<file path="config.mk">
export PLATFORM = sky130hd
export DESIGN_NAME = ctrl_core_ext_flat
export DESIGN_NICKNAME = d
export VERILOG_FILES = /design/src/rtl/ctrl_core_ext_if.sv /design/src/rtl/ctrl_core_ext.sv /design/src/flat_wrapper.sv
export SDC_FILE = /design/constraint.sdc
export NUM_CORES = 1
export LEC_CHECK = 0
export ABC_CLOCK_PERIOD_IN_PS = 7900
export BUFFER_PORTS_ARGS = -buffer_cell sky130_fd_sc_hd__buf_2
export CAP_MARGIN = 10
export CORE_ASPECT_RATIO = 1.5
export CORE_MARGIN = 4
export CORE_UTILIZATION = 25
export CTS_BUF_LIST = sky130_fd_sc_hd__clkbuf_16
export DETAILED_ROUTE_END_ITERATION = 10
export GPL_ROUTABILITY_DRIVEN = 0
export SYNTH_ARGS = -nofsm -noshare
export SYNTH_HDL_FRONTEND = slang
export SYNTH_SLANG_ARGS = --single-unit
</file>
<file path="constraint.sdc">
create_clock -name clk -period 7.9 [get_ports clk]
set_input_delay 0.79 -clock clk [delete_from_list [all_inputs] [get_ports clk]]
set_output_delay 0.79 -clock clk [all_outputs]
set_load 0.03 [all_outputs]
</file>
<file path="src/rtl/ctrl_core_ext_if.sv">
// Handshake bundle between the bin-solve controller and its host / step engines.
// The controller uses the master view; the host and step engines use the slave view.
interface ctrl_core_ext_if #(
  parameter int WIDTH_LVL    = 16,
  parameter int WIDTH_BIN_ID = 10,
  parameter int WIDTH_CNT    = 16
);
  logic                    start_core_i;
  logic                    abort_i;
  logic [WIDTH_CNT-1:0]    conflict_limit_i;
  logic [WIDTH_LVL-1:0]    cur_bin_num_i;
  logic [WIDTH_BIN_ID-1:0] bkt_bin_num_i;
  logic                    apply_imply_o;
  logic                    done_imply_i;
  logic                    conflict_i;
  logic                    all_c_is_sat_i;
  logic                    start_decision_o;
  logic                    done_decision_i;
  logic                    apply_analyze_o;
  logic                    done_analyze_i;
  logic                    apply_bkt_cur_bin_o;
  logic                    done_bkt_cur_bin_i;
  logic                    done_core_o;
  logic                    sat_o;
  logic                    unsat_o;
  logic                    abort_o;
  logic                    wdog_err_o;
  logic [WIDTH_CNT-1:0]    conflict_cnt_o;
  logic [WIDTH_CNT-1:0]    decision_cnt_o;

  modport master (
    input  start_core_i, abort_i, conflict_limit_i, cur_bin_num_i, bkt_bin_num_i,
           done_imply_i, conflict_i, all_c_is_sat_i, done_decision_i,
           done_analyze_i, done_bkt_cur_bin_i,
    output apply_imply_o, start_decision_o, apply_analyze_o, apply_bkt_cur_bin_o,
           done_core_o, sat_o, unsat_o, abort_o, wdog_err_o,
           conflict_cnt_o, decision_cnt_o
  );

  modport slave (
    output start_core_i, abort_i, conflict_limit_i, cur_bin_num_i, bkt_bin_num_i,
           done_imply_i, conflict_i, all_c_is_sat_i, done_decision_i,
           done_analyze_i, done_bkt_cur_bin_i,
    input  apply_imply_o, start_decision_o, apply_analyze_o, apply_bkt_cur_bin_o,
           done_core_o, sat_o, unsat_o, abort_o, wdog_err_o,
           conflict_cnt_o, decision_cnt_o
  );
endinterface

</file>
<file path="src/rtl/ctrl_core_ext.sv">
// Per-bin solve sequencer: imply / decide / analyze / backtrack with conflict
// budget, per-step watchdog, external abort and saturating statistics.
module ctrl_core_ext #(
  parameter int WIDTH_LVL    = 16,
  parameter int WIDTH_BIN_ID = 10,
  parameter int WIDTH_CNT    = 16,
  parameter int WIDTH_WDOG   = 12,
  parameter bit WDOG_EN      = 1'b1
) (
  input logic             clk,
  input logic             rst,
  ctrl_core_ext_if.master bus
);
  typedef enum logic [2:0] {IDLE, IMPLY, DECIDE, ANALYZE, BKT, DONE} state_t;

  localparam int WIDTH_CMP = (WIDTH_LVL > WIDTH_BIN_ID) ? WIDTH_LVL : WIDTH_BIN_ID;
  localparam logic [WIDTH_CNT-1:0] CNT_MAX = '1;
  localparam logic [WIDTH_CNT-1:0] CNT_ONE = {{(WIDTH_CNT-1){1'b0}}, 1'b1};

  state_t               state_reg;
  logic [WIDTH_CNT-1:0] conflict_cnt_reg, decision_cnt_reg, limit_reg;
  logic [WIDTH_CNT-1:0] conflict_next, decision_next;
  logic                 apply_imply_reg, start_decision_reg, apply_analyze_reg, apply_bkt_reg;
  logic                 done_core_reg, sat_reg, unsat_reg, abort_reg, wdog_err_reg;
  logic                 waiting, step_done, wdog_hit, bin_match;

  assign waiting = (state_reg == IMPLY) || (state_reg == DECIDE) ||
                   (state_reg == ANALYZE) || (state_reg == BKT);

  // Only the done input matching the current wait state counts.
  always_comb begin
    step_done = 1'b0;
    case (state_reg)
      IMPLY:   step_done = bus.done_imply_i;
      DECIDE:  step_done = bus.done_decision_i;
      ANALYZE: step_done = bus.done_analyze_i;
      BKT:     step_done = bus.done_bkt_cur_bin_i;
      default: step_done = 1'b0;
    endcase
  end

  assign conflict_next = (conflict_cnt_reg == CNT_MAX) ? CNT_MAX : conflict_cnt_reg + CNT_ONE;
  assign decision_next = (decision_cnt_reg == CNT_MAX) ? CNT_MAX : decision_cnt_reg + CNT_ONE;
  assign bin_match     = (WIDTH_CMP'(bus.bkt_bin_num_i) == WIDTH_CMP'(bus.cur_bin_num_i));

  generate
    if (WDOG_EN) begin : g_wdog
      localparam int unsigned WDOG_LAST_I = (1 << WIDTH_WDOG) - 2;
      localparam logic [WIDTH_WDOG-1:0] WDOG_LAST = WDOG_LAST_I[WIDTH_WDOG-1:0];
      localparam logic [WIDTH_WDOG-1:0] WDOG_ONE  = {{(WIDTH_WDOG-1){1'b0}}, 1'b1};
      logic [WIDTH_WDOG-1:0] wdog_reg;

      // Every abort, done or timeout leaves the state, so all of them restart the count.
      always_ff @(posedge clk or posedge rst) begin
        if (rst) begin
          wdog_reg <= '0;
        end else if (!waiting || bus.abort_i || step_done || wdog_hit) begin
          wdog_reg <= '0;
        end else begin
          wdog_reg <= wdog_reg + WDOG_ONE;
        end
      end

      // Fires on the cycle the count would reach 2^WIDTH_WDOG-1.
      assign wdog_hit = waiting && (wdog_reg == WDOG_LAST);
    end else begin : g_no_wdog
      assign wdog_hit = 1'b0;
    end
  endgenerate

  always_ff @(posedge clk or posedge rst) begin
    if (rst) begin
      state_reg          <= IDLE;
      conflict_cnt_reg   <= '0;
      decision_cnt_reg   <= '0;
      limit_reg          <= '0;
      apply_imply_reg    <= 1'b0;
      start_decision_reg <= 1'b0;
      apply_analyze_reg  <= 1'b0;
      apply_bkt_reg      <= 1'b0;
      done_core_reg      <= 1'b0;
      sat_reg            <= 1'b0;
      unsat_reg          <= 1'b0;
      abort_reg          <= 1'b0;
      wdog_err_reg       <= 1'b0;
    end else begin
      start_decision_reg <= 1'b0;
      done_core_reg      <= 1'b0;
      if (waiting && (bus.abort_i || (wdog_hit && !step_done))) begin
        state_reg         <= DONE;
        done_core_reg     <= 1'b1;
        abort_reg         <= bus.abort_i;
        wdog_err_reg      <= !bus.abort_i;
        apply_imply_reg   <= 1'b0;
        apply_analyze_reg <= 1'b0;
        apply_bkt_reg     <= 1'b0;
      end else begin
        case (state_reg)
          IDLE: if (bus.start_core_i) begin
            state_reg        <= IMPLY;
            apply_imply_reg  <= 1'b1;
            conflict_cnt_reg <= '0;
            decision_cnt_reg <= '0;
            limit_reg        <= bus.conflict_limit_i;
            sat_reg          <= 1'b0;
            unsat_reg        <= 1'b0;
            abort_reg        <= 1'b0;
            wdog_err_reg     <= 1'b0;
          end
          IMPLY: if (bus.done_imply_i) begin
            apply_imply_reg <= 1'b0;
            if (bus.conflict_i) begin
              conflict_cnt_reg <= conflict_next;
              if ((limit_reg != '0) && (conflict_next >= limit_reg)) begin
                state_reg     <= DONE;
                done_core_reg <= 1'b1;
                abort_reg     <= 1'b1;
              end else begin
                state_reg         <= ANALYZE;
                apply_analyze_reg <= 1'b1;
              end
            end else if (bus.all_c_is_sat_i) begin
              state_reg     <= DONE;
              done_core_reg <= 1'b1;
              sat_reg       <= 1'b1;
            end else begin
              state_reg          <= DECIDE;
              start_decision_reg <= 1'b1;
            end
          end
          DECIDE: if (bus.done_decision_i) begin
            decision_cnt_reg <= decision_next;
            state_reg        <= IMPLY;
            apply_imply_reg  <= 1'b1;
          end
          ANALYZE: if (bus.done_analyze_i) begin
            apply_analyze_reg <= 1'b0;
            if (bin_match) begin
              state_reg     <= BKT;
              apply_bkt_reg <= 1'b1;
            end else begin
              state_reg     <= DONE;
              done_core_reg <= 1'b1;
              unsat_reg     <= 1'b1;
            end
          end
          BKT: if (bus.done_bkt_cur_bin_i) begin
            apply_bkt_reg   <= 1'b0;
            state_reg       <= IMPLY;
            apply_imply_reg <= 1'b1;
          end
          DONE:    state_reg <= IDLE;
          default: state_reg <= IDLE;
        endcase
      end
    end
  end

  assign bus.apply_imply_o       = apply_imply_reg;
  assign bus.start_decision_o    = start_decision_reg;
  assign bus.apply_analyze_o     = apply_analyze_reg;
  assign bus.apply_bkt_cur_bin_o = apply_bkt_reg;
  assign bus.done_core_o         = done_core_reg;
  assign bus.sat_o               = sat_reg;
  assign bus.unsat_o             = unsat_reg;
  assign bus.abort_o             = abort_reg;
  assign bus.wdog_err_o          = wdog_err_reg;
  assign bus.conflict_cnt_o      = conflict_cnt_reg;
  assign bus.decision_cnt_o      = decision_cnt_reg;
endmodule
</file>
<file path="src/flat_wrapper.sv">
// flat-port wrapper written by rule: the top's interface ports become plain ports
module ctrl_core_ext_flat 
#(
  parameter int WIDTH_LVL    = 16,
  parameter int WIDTH_BIN_ID = 10,
  parameter int WIDTH_CNT    = 16,
  parameter int WIDTH_WDOG   = 12,
  parameter bit WDOG_EN      = 1'b1
)
  (clk, rst, bus_start_core_i, bus_abort_i, bus_conflict_limit_i, bus_cur_bin_num_i, bus_bkt_bin_num_i, bus_done_imply_i, bus_conflict_i, bus_all_c_is_sat_i, bus_done_decision_i, bus_done_analyze_i, bus_done_bkt_cur_bin_i, bus_apply_imply_o, bus_start_decision_o, bus_apply_analyze_o, bus_apply_bkt_cur_bin_o, bus_done_core_o, bus_sat_o, bus_unsat_o, bus_abort_o, bus_wdog_err_o, bus_conflict_cnt_o, bus_decision_cnt_o);
  ctrl_core_ext_if #(.WIDTH_LVL(WIDTH_LVL), .WIDTH_BIN_ID(WIDTH_BIN_ID), .WIDTH_CNT(WIDTH_CNT)) bus_i ();
  input logic clk;
  input logic rst;
  input wire logic [$bits(bus_i.start_core_i)-1:0] bus_start_core_i;
  input wire logic [$bits(bus_i.abort_i)-1:0] bus_abort_i;
  input wire logic [$bits(bus_i.conflict_limit_i)-1:0] bus_conflict_limit_i;
  input wire logic [$bits(bus_i.cur_bin_num_i)-1:0] bus_cur_bin_num_i;
  input wire logic [$bits(bus_i.bkt_bin_num_i)-1:0] bus_bkt_bin_num_i;
  input wire logic [$bits(bus_i.done_imply_i)-1:0] bus_done_imply_i;
  input wire logic [$bits(bus_i.conflict_i)-1:0] bus_conflict_i;
  input wire logic [$bits(bus_i.all_c_is_sat_i)-1:0] bus_all_c_is_sat_i;
  input wire logic [$bits(bus_i.done_decision_i)-1:0] bus_done_decision_i;
  input wire logic [$bits(bus_i.done_analyze_i)-1:0] bus_done_analyze_i;
  input wire logic [$bits(bus_i.done_bkt_cur_bin_i)-1:0] bus_done_bkt_cur_bin_i;
  output wire logic [$bits(bus_i.apply_imply_o)-1:0] bus_apply_imply_o;
  output wire logic [$bits(bus_i.start_decision_o)-1:0] bus_start_decision_o;
  output wire logic [$bits(bus_i.apply_analyze_o)-1:0] bus_apply_analyze_o;
  output wire logic [$bits(bus_i.apply_bkt_cur_bin_o)-1:0] bus_apply_bkt_cur_bin_o;
  output wire logic [$bits(bus_i.done_core_o)-1:0] bus_done_core_o;
  output wire logic [$bits(bus_i.sat_o)-1:0] bus_sat_o;
  output wire logic [$bits(bus_i.unsat_o)-1:0] bus_unsat_o;
  output wire logic [$bits(bus_i.abort_o)-1:0] bus_abort_o;
  output wire logic [$bits(bus_i.wdog_err_o)-1:0] bus_wdog_err_o;
  output wire logic [$bits(bus_i.conflict_cnt_o)-1:0] bus_conflict_cnt_o;
  output wire logic [$bits(bus_i.decision_cnt_o)-1:0] bus_decision_cnt_o;
  assign bus_i.start_core_i = bus_start_core_i;
  assign bus_i.abort_i = bus_abort_i;
  assign bus_i.conflict_limit_i = bus_conflict_limit_i;
  assign bus_i.cur_bin_num_i = bus_cur_bin_num_i;
  assign bus_i.bkt_bin_num_i = bus_bkt_bin_num_i;
  assign bus_i.done_imply_i = bus_done_imply_i;
  assign bus_i.conflict_i = bus_conflict_i;
  assign bus_i.all_c_is_sat_i = bus_all_c_is_sat_i;
  assign bus_i.done_decision_i = bus_done_decision_i;
  assign bus_i.done_analyze_i = bus_done_analyze_i;
  assign bus_i.done_bkt_cur_bin_i = bus_done_bkt_cur_bin_i;
  assign bus_apply_imply_o = bus_i.apply_imply_o;
  assign bus_start_decision_o = bus_i.start_decision_o;
  assign bus_apply_analyze_o = bus_i.apply_analyze_o;
  assign bus_apply_bkt_cur_bin_o = bus_i.apply_bkt_cur_bin_o;
  assign bus_done_core_o = bus_i.done_core_o;
  assign bus_sat_o = bus_i.sat_o;
  assign bus_unsat_o = bus_i.unsat_o;
  assign bus_abort_o = bus_i.abort_o;
  assign bus_wdog_err_o = bus_i.wdog_err_o;
  assign bus_conflict_cnt_o = bus_i.conflict_cnt_o;
  assign bus_decision_cnt_o = bus_i.decision_cnt_o;
  ctrl_core_ext #(.WIDTH_LVL(WIDTH_LVL), .WIDTH_BIN_ID(WIDTH_BIN_ID), .WIDTH_CNT(WIDTH_CNT), .WIDTH_WDOG(WIDTH_WDOG), .WDOG_EN(WDOG_EN)) u_core (.clk(clk), .rst(rst), .bus(bus_i));
endmodule
</file>
==> results.txt, run 1 <==
Worst-Margin Slew: 0.969 ns
Detailed router's first-iteration violation count: 230
Yosys cell types: 63
Post-synth EDFFs: 0
Compound-Gate Fraction of Synth Area: 21.0%
Via count: 4189
Vias/cell: 4.87
Status: finished, final reports clean
Hold buffer count at cts: 0
Period Utilization, post-route: 46.3%
Die X: 119 um
XOR/XNOR share of the synthesized area: 5.65%
Sequential element share of the synthesized area: 38.7%
Leak: 0.00259 uW
H-tree levels: 3
P_int: 878 uW
Grt ovf: 0
Fin area: 0.00559 sq mm
Placed inst area: 0.00531 sq mm
Initial antenna violation count: 0
Max VDD drop: 0.116 mV
First-pass GRT wire length: 20500 um
Vias in the first global route: 4136
Post-synthesis mux area share: 1.64%
PD cells: 259 mW/mm^2
TritonCTS buffer count: 9
Max Slew Vio Count: 0
# diodes: 0
Share of cells above drive strength 1: 20.6%
Min Tclk post-route: 3.66 ns
Later-pin clock latency in the skew report: 0.33 ns
IO Count: 93
Initial Util: 25.7%
Asr flop ratio synth: 100%
Mean Syn Cell Area: 8.80 sq um
Die area: 0.0209 sq mm
Yosys reg bits: 72
Final setup fails: 0
Row count: 60
Synth warn: 0
Switch share: 39.4%
Switch Pwr: 570 uW
CP Class: register to register
Worst EP required: 8.07 ns
Dpl hpwl: 9670 um
Clk sinks: 72
Syn Inst Count: 529
Die height: 175 um
Element type at the critical path end: register
Layout fillers: 1936
Gate power share: 36.6%
Worst Hold Class: register to register
Clock power share: 26.7%
PostCTS Resize Cnt: 0
Syn_nets: 601
Primary FF master, synth: dfrtp_1
Fin Setup TNS: 0 ns
Fmax: 273 MHz
Area Overhead vs Synth: 20.0%
Pin count of the biggest net entering global routing: 73
Final number of hold-violating endpoints: 0
Clk root buf: clkbuf_16
Slew headroom: 35.4%
Worst path arrival time: 3.83 ns
Deepest clock path buffer count: 2
CTS tree: built
RSZ-0062 raised after global routing: no
Setup bufs post-CTS: 0
Drt wl/cell: 14.8 um
Final WL: 12700 um
Reg power frac: 36.7%
Post-Synth Adder-Cell Area: 5.38%
Critical Path Fanout Max: 7
Post-DRT Antenna Nets: 0
Clock slew at reported path FFs: 0.05 ns
Skew final: 0.00844 ns
Setup crit start kind: register
Synth Area in Simple Gates: 22.0%
DR DRC count: 0
Layout Nets: 681
Largest family of logic cells by synthesized area: simple AND/OR/NAND/NOR gates
Total iterations of the first detailed-routing run: 4
Tot GR Track Use: 12.0%
Max cap viols: 0
I/O Buffers: 92
Placeable Area: 0.0181 sq mm
Post-Synthesis Cell Area: 0.00465 sq mm
## logic make-up (layout without fill, tap and decap cells)
family,after synthesis,in the layout
AND/OR/NAND/NOR,200,200
buffers and inverters,57,141
multiplexers,7,7
adder cells (fa/ha/maj),20,20
flip-flops,72,72
XOR/XNOR,30,30
AO/OA/AOI/OAI,143,143
## worst max-delay path: stages (launching register included)
cell and delay, ns:
dfrtp_1 0.43, ha_1 0.26, nand3_1 0.28, nor4_4 0.43, nand3_1 0.14, and2_1 0.20
ha_1 0.26, nand2b_1 0.14, a2111o_1 0.41, a311oi_1 0.41, a311oi_1 0.19, nor2_1 0.21
o221ai_1 0.13
## power by group through the flow
stage	Combinational, uW	Sequential, uW	Clock [uW]
final	530	532	387
after floorplan	391	542	0
after CTS	538	530	402
after global routing	597	545	415
after global placement	531	535	0
after detailed placement	537	536	0
## cell usage after synthesis (all sizes together), types with 3 or more instances
master	instances	area share [%]
dfrtp	72	39
nand2	59	4.8
nor2	40	3.3
o21ai	34	3.7
a21oi	33	3.5
inv	30	2.4
nand3	25	2.7
ha	20	5.4
xnor2	19	3.6
buf	15	2.2
a31oi	13	1.7
clkbuf	12	0.99
o22a	12	2.3
and3	11	1.5
nand4	11	1.5
nor3	11	1.4
xor2	11	2.1
nor4	8	1.4
a41oi	7	1.3
nand2b	7	0.94
a311oi	6	1.1
mux2i	5	1.1
nor2b	5	0.67
nor3b	5	1.0
a22o	4	0.75
and2	4	0.54
and4	4	0.75
nand3b	4	0.65
o31ai	4	0.65
a211oi	3	0.59
a22oi	3	0.48
a31o	3	0.56
o211ai	3	0.48
## per-stage QoR
stage	power (uW)	util, %	hold slack [ns]	setup WS [ns]	std cells
after detailed placement	1070	29.3	0.493	4.20	846
after global placement	1070	29.3	0.492	4.29	846
after global routing	1560	30.9	0.540	3.85	861
final	1450	30.9	0.506	4.24	861
after floorplan	933	-	0.473	4.40	529
after CTS	1470	30.9	0.513	4.19	861
## layout make-up
cell class                 instances  area, sq um  share of cell area [%]
multi-input combinational        400         2590                    46.4
sequential                        72         1800                    32.3
timing repair buffer              96          490                    8.78
tap                              248          310                    5.55
clock buffer                       9          225                    4.03
inverter                          30          113                    2.02
clock inverter                     6         53.8                   0.963
## path summary, 6_finish.rpt
path                                                   start                      endpoint  slack [ns]  cells after the start
worst max register to register  u_core.bus.conflict_cnt_o[0]        u_core.bus.done_core_o        4.24                     12
worst min register to register     u_core.g_wdog.wdog_reg[0]     u_core.g_wdog.wdog_reg[0]        0.51                      1
min in group asynchronous                                rst     u_core.g_wdog.wdog_reg[2]        0.74                      3
worst min-delay path               u_core.g_wdog.wdog_reg[0]     u_core.g_wdog.wdog_reg[0]        0.51                      1
worst max-delay path            u_core.bus.conflict_cnt_o[0]        u_core.bus.done_core_o        4.24                     12
max in group asynchronous                                rst  u_core.bus.conflict_cnt_o[1]        6.52                      3
## layer usage
metal / part of all wire (%) / vias up / GRT usage, %
met4: 3.4 / 0 / 5.59
met1: 39 / 2000 / 13.2
met3: 4.9 / 26 / 2.82
met2: 52 / 86 / 21.5
met5: 0 / - / 0
li1: - / 2077 / -
## placed cells by master, fill, tap and decap left out, types with 12 or more instances in the layout
cell,synthesis,layout
nand2_1,59,59
buf_2,9,92
nor2_1,39,39
o21ai_0,34,34
dfrtp_1,72,72
inv_1,30,31
o22a_1,12,12
a31oi_1,13,13
nand3_1,25,25
a21oi_1,33,33
ha_1,20,20
xnor2_1,19,19
(Power assumes the default switching activity.)
==> inputs of run 2 (changes only) <==
--- a/config.mk
+++ b/config.mk
@@ -5,7 +5,8 @@
 export SDC_FILE = /design/constraint.sdc
 export NUM_CORES = 1
 export LEC_CHECK = 0
-export ABC_CLOCK_PERIOD_IN_PS = 7900
+export ABC_AREA = 1
+export ABC_CLOCK_PERIOD_IN_PS = 3700
 export BUFFER_PORTS_ARGS = -buffer_cell sky130_fd_sc_hd__buf_2
 export CAP_MARGIN = 10
 export CORE_ASPECT_RATIO = 1.5
==> constraint.sdc (replaced) <==
create_clock -name clk -period 3.7 [get_ports clk]
set_input_delay 0.37 -clock clk [delete_from_list [all_inputs] [get_ports clk]]
set_output_delay 0.37 -clock clk [all_outputs]
set_load 0.03 [all_outputs]
==> run 2 against run 1 <==
  * Area after synthesis down 0.54%
  * Power grew 130%
  * Sequential power rose by 100%
  * Largest cell class unchanged
==> results.txt, run 2 <==
Sequential element share of the synthesized area: 38.9%
Clk sinks: 72
Final number of hold-violating endpoints: 0
Pin count of the biggest net entering global routing: 56
R2R setup slack: 0.72 ns
PD cells: 588 mW/mm^2
Die height: 175 um
Die X: 119 um
Synth top cells by count: nand2_1, inv_1, dfrtp_1
RSZ-0062 raised after global routing: no
Post-DRT Antenna Nets: 0
Setup crit start kind: register
Later-pin clock latency in the skew report: 0.35 ns
Post-synth EDFFs: 0
Asr flop ratio synth: 100%
Element type at the critical path end: register
Tot GR Track Use: 12.7%
Clk root buf: clkbuf_16
Via count: 4387
Worst EP required: 3.94 ns
Top-area cell type share of the netlist area: 38.9%
TritonCTS buffer count: 9
CP Class: register to register
Hold buffer count at cts: 0
I/O Buffers: 92
Min Tclk post-route: 2.98 ns
Max incr delay on CP: 0.39 ns
Dpl hpwl: 10100 um
Most frequent cells in the layout: nand2_1, inv_1, buf_2
CP max-delay cell: dfrtp_1
IO Count: 93
Fmax: 336 MHz
Fin Setup TNS: 0 ns
Status: finished, final reports clean
H-tree levels: 3
Share of cells above drive strength 1: 18.9%
PostCTS Resize Cnt: 0
Layout Nets: 786
Most frequent CP cell: nand2_1
Die area: 0.0208 sq mm
Hold Worst Slack: 0.00563 ns
Worst path arrival time: 3.22 ns
Skew final: 0.00993 ns
Primary FF master, synth: dfrtp_1
Metal3 WL: 604 um
Final setup fails: 0
Syn Inst Count: 617
Deepest clock path buffer count: 2
Vias/cell: 4.54
Top Layer Used: met4
First-pass GRT wire length: 20900 um
Yosys reg bits: 72
Multi-input logic area: 0.00238 sq mm
Max Slew Vio Count: 0
Max cap viols: 0
Period Utilization, post-route: 80.5%
Slew headroom: 35.0%
CTS tree: built
# diodes: 0
Total iterations of the first detailed-routing run: 5
Layout fillers: 2006
Detailed router's first-iteration violation count: 211
Drt wl/cell: 13.3 um
Worst Hold Class: input pin to async pin
Wl on met1: 5230 um
Vias in the first global route: 4216
Yosys top cell by area: dfrtp_1
Row count: 60
Met2 wire len: 6820 um
Clock slew at reported path FFs: 0.06 ns
Leak: 0.00293 uW
Most frequent cell after synthesis: nand2_1
Top post-synthesis cells by area: dfrtp_1, nand2_1, inv_1
Critical Path Fanout Max: 10
Cells along the critical path: ha_1 > nand3_1 > inv_1 > nand3_1 > nor2_1 > nand3_1 > inv_1 > a21oi_1 > inv_1 > ha_1 > a21oi_1 > nand2_1 > nand2_1 > nand2_1 > nand2_1 > nand2_1 > nand2_1 > nand2_1 > nand3_1 > nand3_1 > nand2_1 > nand2_1
Commonest non-fill, non-tap cell in the layout: nand2_1
Final WL: 12900 um
DR DRC count: 0
FF+latch area: 0.00180 sq mm
Initial Util: 25.6%
Initial antenna violation count: 0
Setup bufs post-CTS: 0
Mean Syn Cell Area: 7.50 sq um
Syn_nets: 689
Placeable Area: 0.0181 sq mm
Area Overhead vs Synth: 21.7%
Worst-Margin Slew: 0.974 ns
Yosys cell types: 42
Post-Synthesis Cell Area: 0.00463 sq mm
Grt ovf: 0
Max VDD drop: 0.295 mV
Synth warn: 0
==> run 2: cell count changes in the layout (fill, tap and decap cells not counted), moves of 6 or more <==
cell and delta:
o22a_1 -12, a311oi_1 -6, a41oi_1 -7, nand2_1 +78, nand3_1 +21, nand2b_1 -7
o21ai_0 +9, a21oi_1 -9, inv_1 +66, a31oi_1 -12, xnor2_1 -15, and3_1 -11
a22o_1 +11, nor2_1 +21
==> run 2: where the power goes <==
group | internal, uW | switching (uW) | leakage [uW]
clock network | 511 | 342 | 0.000153
logic | 431 | 961 | 0.00182
registers | 958 | 109 | 0.000957
==> run 2: cell type report <==
class / instances / share of cell area, %
Multi-Input combinational cell: 435 / 42.3
Tap cell: 248 / 5.51
Clock buffer: 9 / 4.00
Inverter: 102 / 6.79
Sequential cell: 72 / 32.0
Timing Repair Buffer: 94 / 8.44
Clock inverter: 7 / 0.999
==> run 2: cell families (layout without fill, tap and decap cells) <==
group / after synthesis / count (layout) / synth area share [%]
simple gates: 300 / 300 / 30.5
buf+inv: 110 / 212 / 9.59
compound gates: 102 / 102 / 13.2
flops: 72 / 72 / 38.9
fa+ha+maj: 20 / 20 / 5.41
xor+xnor: 13 / 13 / 2.46
==> run 2: critical path, delay by kind of cell (launching register included) <==
kind / cells / cell delay, ns
DFF: 1 / 0.39
adders and majority gates: 2 / 0.44
buffers and inverters: 3 / 0.47
AOI/OAI and AO/OA: 2 / 0.22
and+or+nand+nor: 15 / 1.33
==> run 2: final timing paths <==
path | start | endpoint | cells after the start
max in group asynchronous | rst | u_core.limit_reg[13] | 3
worst max-delay path | u_core.bus.conflict_cnt_o[0] | u_core.state_reg[2] | 22
min in group clk | bus_conflict_limit_i[4] | u_core.limit_reg[4] | 3
worst min register to register | u_core.bus.apply_bkt_cur_bin_o | u_core.bus.apply_bkt_cur_bin_o | 2
worst max register to register | u_core.bus.conflict_cnt_o[0] | u_core.state_reg[2] | 22
worst min-delay path | rst | u_core.bus.conflict_cnt_o[1] | 2
==> run 2: routing by layer <==
metal,vias up,track usage (%)
met3,14,2.66
met2,103,23.2
met4,0,4.69
met5,-,0
li1,2236,-
met1,2034,14.3
==> run 2: metrics by stage <==
stage	power, uW	util, %	setup slack, ns	instance area [sq um]	std cells
4_1_cts	3360	31.1	0.749	5640	967
6_report	3310	31.1	0.721	5640	967
5_1_grt	3580	31.1	0.373	5640	967
2_1_floorplan	2150	-	0.898	4630	617
3_5_place_dp	2490	29.6	0.781	5350	951
3_3_place_gp	2480	29.6	0.848	5350	951
